`src/rtl/piece_drop_fsm_pkg.sv`:
```
// Shared definitions for the piece-drop block.
//   state_t : FSM state encoding (IDLE, CHECK, FALL, COMMIT)
//   row_w() : width of a row index for a board with 'rows' rows (min 1)
//   col_w() : width of a column index for a board with 'cols' columns (min 1)
package piece_drop_fsm_pkg;

   typedef enum logic [1:0] {
      IDLE   = 2'd0,
      CHECK  = 2'd1,
      FALL   = 2'd2,
      COMMIT = 2'd3
   } state_t;

   function automatic int row_w(input int rows);
      return (rows > 1) ? $clog2(rows) : 1;
   endfunction

   function automatic int col_w(input int cols);
      return (cols > 1) ? $clog2(cols) : 1;
   endfunction

endpackage

```
`src/rtl/piece_drop_fsm_drop_target.sv`:
```
// drop_target: combinational landing-row search for one column.
//   board0/board1 : per-player occupancy, indexed [row][col]
//   col           : column to search
//   target        : lowest free cell (highest row index) in that column
//   full          : column has no free cell, or col is out of range
module drop_target
   import piece_drop_fsm_pkg::*;
#(
   parameter int ROWS = 6,
   parameter int COLS = 7
) (
   input  logic [ROWS-1:0][COLS-1:0] board0,
   input  logic [ROWS-1:0][COLS-1:0] board1,
   input  logic [col_w(COLS)-1:0]    col,
   output logic [row_w(ROWS)-1:0]    target,
   output logic                      full
);

   localparam int ROW_W = row_w(ROWS);

   logic [ROWS-1:0] empty;
   logic            col_oob;

   // The column index can encode values past COLS-1 when COLS is not a
   // power of two; such a column is treated like a full one.
   assign col_oob = 32'(col) >= COLS;

   for (genvar r = 0; r < ROWS; r++) begin : g_row
      assign empty[r] = ~(board0[r][col] | board1[r][col]);
   end

   // Scan top to bottom; the last empty row seen is the deepest one.
   always_comb begin
      logic [ROWS-1:0] e;
      logic            any;
      e      = empty;
      any    = 1'b0;
      target = '0;
      for (int r = 0; r < ROWS; r++) begin
         if (e[0]) begin
            target = ROW_W'(r);
            any    = 1'b1;
         end
         e = e >> 1;
      end
      full = col_oob | ~any;
   end

endmodule

```
`src/rtl/piece_drop_fsm.sv`:
```
// piece_drop_fsm: accepts a drop request, finds the landing row once, then
// animates the piece down one row per step_tick and pulses a commit.
//   clk, reset            : clock, async active-high reset
//   board0, board1        : occupancy inputs, sampled only in CHECK
//   req_valid/ready/col/player : drop request handshake
//   step_tick             : animation strobe (only acts in FALL)
//   cancel                : abort an in-flight drop (only acts in FALL)
//   anim_valid/row/col    : falling-piece position
//   commit_valid/row/col/player : one-cycle landing pulse
//   err_full              : one-cycle pulse for a full or out-of-range column
module piece_drop_fsm
   import piece_drop_fsm_pkg::*;
#(
   parameter int ROWS = 6,
   parameter int COLS = 7
) (
   input  logic                      clk,
   input  logic                      reset,
   input  logic [ROWS-1:0][COLS-1:0] board0,
   input  logic [ROWS-1:0][COLS-1:0] board1,
   input  logic                      req_valid,
   output logic                      req_ready,
   input  logic [col_w(COLS)-1:0]    req_col,
   input  logic                      req_player,
   input  logic                      step_tick,
   input  logic                      cancel,
   output logic                      anim_valid,
   output logic [row_w(ROWS)-1:0]    anim_row,
   output logic [col_w(COLS)-1:0]    anim_col,
   output logic                      commit_valid,
   output logic [row_w(ROWS)-1:0]    commit_row,
   output logic [col_w(COLS)-1:0]    commit_col,
   output logic                      commit_player,
   output logic                      err_full
);

   localparam int ROW_W = row_w(ROWS);
   localparam int COL_W = col_w(COLS);

   state_t           state;
   logic [COL_W-1:0] lat_col;
   logic             lat_player;
   logic [ROW_W-1:0] tgt_q;
   logic [ROW_W-1:0] target;
   logic             full;

   drop_target #(.ROWS(ROWS), .COLS(COLS)) u_target (
      .board0 (board0),
      .board1 (board1),
      .col    (lat_col),
      .target (target),
      .full   (full)
   );

   always_ff @(posedge clk or posedge reset) begin
      if (reset) begin
         state         <= IDLE;
         lat_col       <= '0;
         lat_player    <= 1'b0;
         tgt_q         <= '0;
         req_ready     <= 1'b1;
         anim_valid    <= 1'b0;
         anim_row      <= '0;
         anim_col      <= '0;
         commit_valid  <= 1'b0;
         commit_row    <= '0;
         commit_col    <= '0;
         commit_player <= 1'b0;
         err_full      <= 1'b0;
      end else begin
         // Pulses and commit fields default low every cycle.
         commit_valid  <= 1'b0;
         commit_row    <= '0;
         commit_col    <= '0;
         commit_player <= 1'b0;
         err_full      <= 1'b0;
         case (state)
            IDLE: begin
               if (req_valid && req_ready) begin
                  lat_col    <= req_col;
                  lat_player <= req_player;
                  req_ready  <= 1'b0;
                  state      <= CHECK;
               end
            end
            CHECK: begin
               if (full) begin
                  err_full  <= 1'b1;
                  req_ready <= 1'b1;
                  state     <= IDLE;
               end else begin
                  // Target is frozen here; later board changes are ignored.
                  tgt_q      <= target;
                  anim_valid <= 1'b1;
                  anim_row   <= '0;
                  anim_col   <= lat_col;
                  state      <= FALL;
               end
            end
            FALL: begin
               // cancel takes priority over any tick in the same cycle
               if (cancel) begin
                  anim_valid <= 1'b0;
                  anim_row   <= '0;
                  anim_col   <= '0;
                  req_ready  <= 1'b1;
                  state      <= IDLE;
               end else if (step_tick) begin
                  if (anim_row == tgt_q) begin
                     anim_valid    <= 1'b0;
                     anim_row      <= '0;
                     anim_col      <= '0;
                     commit_valid  <= 1'b1;
                     commit_row    <= tgt_q;
                     commit_col    <= lat_col;
                     commit_player <= lat_player;
                     state         <= COMMIT;
                  end else begin
                     anim_row <= anim_row + 1'b1;
                  end
               end
            end
            COMMIT: begin
               req_ready <= 1'b1;
               state     <= IDLE;
            end
            default: begin
               req_ready <= 1'b1;
               state     <= IDLE;
            end
         endcase
      end
   end

endmodule

```
`config.mk`:
```
export PLATFORM = sky130hd
export DESIGN_NAME = piece_drop_fsm
export DESIGN_NICKNAME = d
export VERILOG_FILES = /design/src/rtl/piece_drop_fsm_pkg.sv /design/src/rtl/piece_drop_fsm_drop_target.sv /design/src/rtl/piece_drop_fsm.sv
export SDC_FILE = /design/constraint.sdc
export NUM_CORES = 1
export LEC_CHECK = 0
export ABC_AREA = 1
export CAP_MARGIN = 20
export CORE_ASPECT_RATIO = 1.5
export CORE_MARGIN = 2
export CORE_UTILIZATION = 30
export CTS_CLUSTER_DIAMETER = 30
export DETAILED_ROUTE_END_ITERATION = 12
export GPL_TIMING_DRIVEN = 0
export PLACE_DENSITY = 0.69
export SYNTH_ARGS = -nofsm -noshare
export SYNTH_HDL_FRONTEND = slang
export SYNTH_SLANG_ARGS = --single-unit
```
`constraint.sdc`:
```
create_clock -name clk -period 1.9 [get_ports clk]
set_clock_uncertainty 0.15 [all_clocks]
set_input_delay 0.38 -clock clk [delete_from_list [all_inputs] [get_ports clk]]
set_output_delay 0.38 -clock clk [all_outputs]
set_load 0.05 [all_outputs]
```
Word level (Yosys, flattened, before mapping). Index checks and enable logic that the tools add are counted.

Register bits after elaboration: 26. Bits in latches: 0. Bits in writable memories: 0. ROM bits: 0. Bits of input ports: 93. Output and inout port bits: 17. Word-level logic and storage cells: 122. Memories kept: 0.

$add $sub $neg: 1. Multipliers: 0. Divide/modulo/power cells: 0. $lt $le $gt $ge: 2. Equal/unequal tests: 10. Shifts and indexed selects: 0. Multiplexer cells: 78. Bitwise gates (word level): 9. Reduce and logical (&&, ||, !) cells: 9.

Operators by type and width (count): $mux W3 (20); $bmux W1 S3 (12); $mux W1 (36); $pmux W3 S2 (2); $mux W2 (5); $reduce_and A3 Y1 (3); $ne A2 B2 Y1 const B (4); $pmux W2 S4 (1); $or A1 B1 Y1 (7); $ne A3 B3 Y1 const B (2); $eq A2 B2 Y1 const B (2); $lt A3 B4 Y1 const B (1); $pmux W1 S4 (1); $reduce_and A2 Y1 (2); $reduce_and A4 Y1 (1); $add A3 B1 Y3 const B (1); $eq A3 B3 Y1 (1); $ge A3 B3 Y1 const B (1); $eq A2 B1 Y1 const B (1); $logic_not A2 Y1 (1); $not A1 Y1 (2); $pmux W1 S2 (1); $reduce_bool A2 Y1 (1); $logic_and A1 B1 Y1 (1).

Logic depth before layout (Yosys ltp).
Word-level depth: 13. Gate-level depth with buffers: 16. Gate-level depth less buffers: 15.

Hierarchy. A second synthesis with hierarchy kept.

Cell total of the unflattened synthesis: 300. Area total of the unflattened synthesis: 1883.1 µm².

Modules (own cells, without submodules): piece_drop_fsm (times used 1, cells an instance 118, area an instance 1069.8 µm², sequential area each 651.9 µm²); drop_target (times used 1, cells an instance 182, area an instance 813.3 µm², sequential area each 0.0 µm²).

Worst setup path before layout. OpenSTA, ideal clock, no wires.

Kind: register to register. From: reg lat_col[0]. To: reg req_ready. Setup time: 76 ps. Arrival: 1558 ps. Data required time: 1674 ps. Path slack: 116 ps. Stages on the path, launching flop included: 14. Path buffers: 2. Clock period less this slack: 1784 ps. Cell sequence: dfrtp_1 > buf_6 > nor2_8 > nand2_1 > and2_4 > nand3_2 > nand2_2 > nor2_4 > nand3_4 > nand3_4 > buf_8 > nand3_2 > nand2_1 > nand2_1.

Longest elaborated chain between the ends: 13. Elaborated cells between the ends (all ways): 41. Classes of those cells: order compare: 1; eq/ne: 1; mux: 30; bitwise: 8; reduce/logical: 1.

RTL lines: start, declared (line piece_drop_fsm.sv:41) `logic [COL_W-1:0] lat_col;`; start signal, assigned (line piece_drop_fsm.sv:80) `lat_col <= req_col;`; $bmux W1 S3 (line piece_drop_fsm_drop_target.sv:29) `assign empty[r] = ~(board0[r][col] | board1[r][col]);`; $mux W1 (not written as such) (line piece_drop_fsm_drop_target.sv:29); $or A1 B1 Y1 (line piece_drop_fsm_drop_target.sv:29); $mux W1 (6 in a row) (line piece_drop_fsm_drop_target.sv:40) `if (e[0]) begin`; $not A1 Y1 (line piece_drop_fsm_drop_target.sv:46) `full = col_oob | ~any;`; $or A1 B1 Y1 (*) (line piece_drop_fsm_drop_target.sv:46); $ne A2 B2 Y1 (no line) (*); $reduce_and A3 Y1 (no line) (*); end signal, assigned (line piece_drop_fsm.sv:61) `req_ready <= 1'b1;`; end signal, assigned (line piece_drop_fsm.sv:82) `req_ready <= 1'b0;`; end signal, assigned (line piece_drop_fsm.sv:89) `req_ready <= 1'b1;`; end, declared (line piece_drop_fsm.sv:22) `output logic req_ready,`.

Every way passes the cells marked *; elsewhere a longest branch is shown, timed or not. The select of a mux whose other input is x is not followed. A chain may end at the register's enable or synchronous reset.

Worst setup path after layout.
From: reg lat_col[0]. To: reg anim_col[0].

Longest elaborated chain between the ends: 13. Elaborated cells between the ends (all ways): 43. Classes of those cells: order compare: 1; eq/ne: 1; mux: 32; bitwise: 8; reduce/logical: 1.

RTL lines: $bmux W1 S3 (line piece_drop_fsm_drop_target.sv:29); $mux W1 (not written as such) (line piece_drop_fsm_drop_target.sv:29); $or A1 B1 Y1 (line piece_drop_fsm_drop_target.sv:29); $mux W1 (6 in a row) (line piece_drop_fsm_drop_target.sv:40); $not A1 Y1 (line piece_drop_fsm_drop_target.sv:46); $or A1 B1 Y1 (line piece_drop_fsm_drop_target.sv:46); $ne A2 B2 Y1 (no line); $reduce_and A4 Y1 (no line); end signal, assigned (line piece_drop_fsm.sv:96) `anim_col <= lat_col;`; end, declared (line piece_drop_fsm.sv:29) `output logic [col_w(COLS)-1:0] anim_col,`.

Several ways; a longest one is shown, not always the timed one. The select of a mux whose other input is x is not followed.

==> impl_metrics.tcl <==
set metrics [dict create \
    status "finished, violations left" \
    violations "negative setup slack" \
    avgSynthCellArea_um2 6.80 \
    grt_use_total_pct 16.9 \
    final_util_pct 54.5 \
    synth_top_family_by_area "simple AND/OR/NAND/NOR gates" \
    cp-end-kind "register" \
    cp_num_buf_inv 1 \
    max_cap_violations 0 \
    wl_per_cell_um 11.4 \
    layout_commonest_cell "clkdlybuf4s50_1" \
    maxSlewViolCount 0 \
    cp_slowest_stage_delay_ns 0.41 \
    worst_path_most_repeated_cell "nand2_1" \
    viasPerCell 4.42 \
    period_minus_slack_ns 1.91 \
    maxSlewHeadroom_pct 37.0 \
    synth_cell_type_count 31 \
    path_class "reg2reg" \
    start_util_pct 30.7 \
    hold_path_class "reg2reg" \
    core_area_um2 6040 \
    rows 35 \
    cp_slowest_cell "dfrtp_1" \
    synth_area_um2 1860 \
    fin_ws_ns -0.00868 \
    grt_pass1_wl_um 8980 \
    antenna_cells 0 \
    fmax_ghz 0.524 \
    synthCells 273 \
    dr.pass1.iters 4 \
    synthesis.nets 367 \
    critPathLaunchType "register" \
    ant_nets 0 \
    die-area_um2 6850 \
    seq_area_frac_synth_pct 35.1 \
    place.port_buffers 109 \
    overflow 0 \
    ys_ff_latch 26 \
    synthAdderAreaFrac_pct 0.674 \
    worstPathRequired_ns 1.92 \
    cts_tree "yes" \
    power_density_nw_per_um2 1220 \
    drt-total-wl_um 5400 \
    numCtsBuffers 3 \
    drive_gt1_share_pct 15.3 \
    vias 2085 \
    worstMarginPinSlew_ns 0.944 \
    cts_root_buf "clkbuf_8" \
    clk_pin_slew_ns 0.09 \
    drt_iter0_drc 72 \
    layout_common_cells "clkdlybuf4s50_1 (92), nand2_1 (65), nor2_1 (56)" \
    finalHoldViolCount 0 \
    path_delay_family "simple AND/OR/NAND/NOR gates" \
    final_nets 493 \
    post-route-period-util_pct 100 \
    clockBufferDepth 2 \
    num_io_pins 110 \
    rsz0062_at_grt "yes" \
    synthMuxAreaShare_pct 0 \
    grt_pass1_vias 2109 \
    nFillCells 594 \
    place_congestion 0.772 \
    cts.sinks 26 \
    worstSkewPairLatency_ns 0.28 \
    antenna_found_initial 0 \
    syn_to_final_growth_pct 77.4 \
    p_leak_uw 0.00164 \
    synth_compound_area_share_pct 7.88 \
    die_height_um 100 \
    total_power_uw 4010 \
    setup_violations 3 \
    ir_worst_vdd_uv 451 \
    yosysWarnings 0 \
    worstPathArrival_ns 1.93 \
    cp_cell_sequence "buf_12 -> nor2_4 -> nand2_1 -> nand2_1 -> nor2_2 -> nor2_2 -> nor2_2 -> nand3_4 -> nand3_4 -> nand2_4 -> nand2_4 -> nand2_1 -> nand2_1" \
    hpwl_um 4360 \
    grt_max_degree 27 \
    cp_max_fo 8 \
    cts_max_level 1 \
    synthXorXnorAreaFrac_pct 1.89 \
    die_x_um 68.2 \
    cts_hold_buf 0 \
    synth_simple_gate_area_share_pct 42.7 \
    drc 0 \
]
[cells by family (layout without fill, tap and decap cells)]
logic type | Yosys count | count (layout)
xor+xnor | 4 | 4
buf+inv | 47 | 171
simple gates | 167 | 168
compound gates | 28 | 28
fa+ha+maj | 1 | 1
flops | 26 | 26
[area by class of cell]
| type | count | area [µm²] | share of cell area [%] |
|---|---|---|---|
| flip-flops and latches | 26 | 652 | 19.8 |
| clock buffers | 4 | 55.1 | 1.67 |
| well taps | 74 | 92.6 | 2.81 |
| inverters | 43 | 188 | 5.70 |
| multi-input cells | 201 | 1060 | 32.2 |
| repair buffers | 120 | 1180 | 35.9 |
| plain buffers | 4 | 62.6 | 1.90 |
[layer usage]
| metal | track usage, % | part of all wire [%] |
|---|---|---|
| met1 | 17.5 | 34 |
| met2 | 33.1 | 56 |
| met5 | 0 | 0 |
| met3 | 2.24 | 6.6 |
| met4 | 5.38 | 2.7 |
[worst paths after layout]
path                                 end  startpoint  depth (start not counted)  slack [ns]
hold / removal                anim_valid  anim_valid                          2        0.32
min in group asynchronous  commit_player       reset                          2        0.48
max in group asynchronous     anim_valid       reset                          2        0.55
hold reg to reg               anim_valid  anim_valid                          2        0.32
setup reg to reg             anim_col[0]  lat_col[0]                         13      -0.009
setup / recovery             anim_col[0]  lat_col[0]                         13      -0.009
[state kept, by name, summed over array words and instances (netlist names), 2 cells and up]
register    count
commit_row      3
anim_col        3
state           2
tgt_q           3
anim_row        3
lat_col         3
commit_col      3
[report_power, final]
group | internal (µW) | switching [µW]
clock | 186 | 178
combinational | 1170 | 1620
sequential | 728 | 119
[cell usage after synthesis]
cell / n / area, µm²
nand2_8: 1 / 20.0
nand4_1: 4 / 25.0
nand3_1: 13 / 65.1
a21boi_0: 1 / 7.51
nor2_8: 2 / 40.0
nor2_1: 58 / 218
nand2_1: 74 / 278
buf_6: 2 / 22.5
inv_2: 1 / 3.75
a21oi_1: 10 / 50.1
nand3_4: 2 / 35.0
nand3_2: 2 / 20.0
and2_4: 1 / 8.76
o21ai_0: 8 / 40.0
nand2_4: 2 / 22.5
a31oi_1: 1 / 6.26
nor2_4: 2 / 22.5
dfstp_2: 1 / 26.3
inv_6: 1 / 8.76
nor2_2: 2 / 12.5
inv_8: 1 / 11.3
inv_4: 1 / 6.26
buf_2: 1 / 5.00
o21ai_1: 7 / 35.0
ha_1: 1 / 12.5
buf_8: 1 / 15.0
o21a_1: 1 / 7.51
nand2_2: 4 / 25.0
dfrtp_1: 25 / 626
inv_1: 39 / 146
xnor2_1: 4 / 35.0
[stage by stage]
step	std cells	setup slack, ns	hold WS (ns)	cell area [µm²]	TNS, ns
after detailed placement	456	-0.256	0.308	3040	-2.77
after CTS	467	-0.0134	0.325	3180	-0.0235
after global placement	456	-0.236	0.310	3040	-2.67
final	472	-0.00868	0.318	3290	-0.0224
after floorplan	273	0.116	0.269	1860	0
after global routing	472	-0.161	0.362	3290	-1.89
[worst min-delay path: cells and delay by family, from the launching register on]
family	cells	cell delay [ns]
DFF	1	0.35
and+or+nand+nor	2	0.09
[what timing repair did]
action,CTS,global route
gates resized for setup,31,17
endpoints found under the setup margin,29,14
gates cloned,1,2
pin swaps,9,8
setup buffers,6,3
Power figures use the tool's default switching activity.
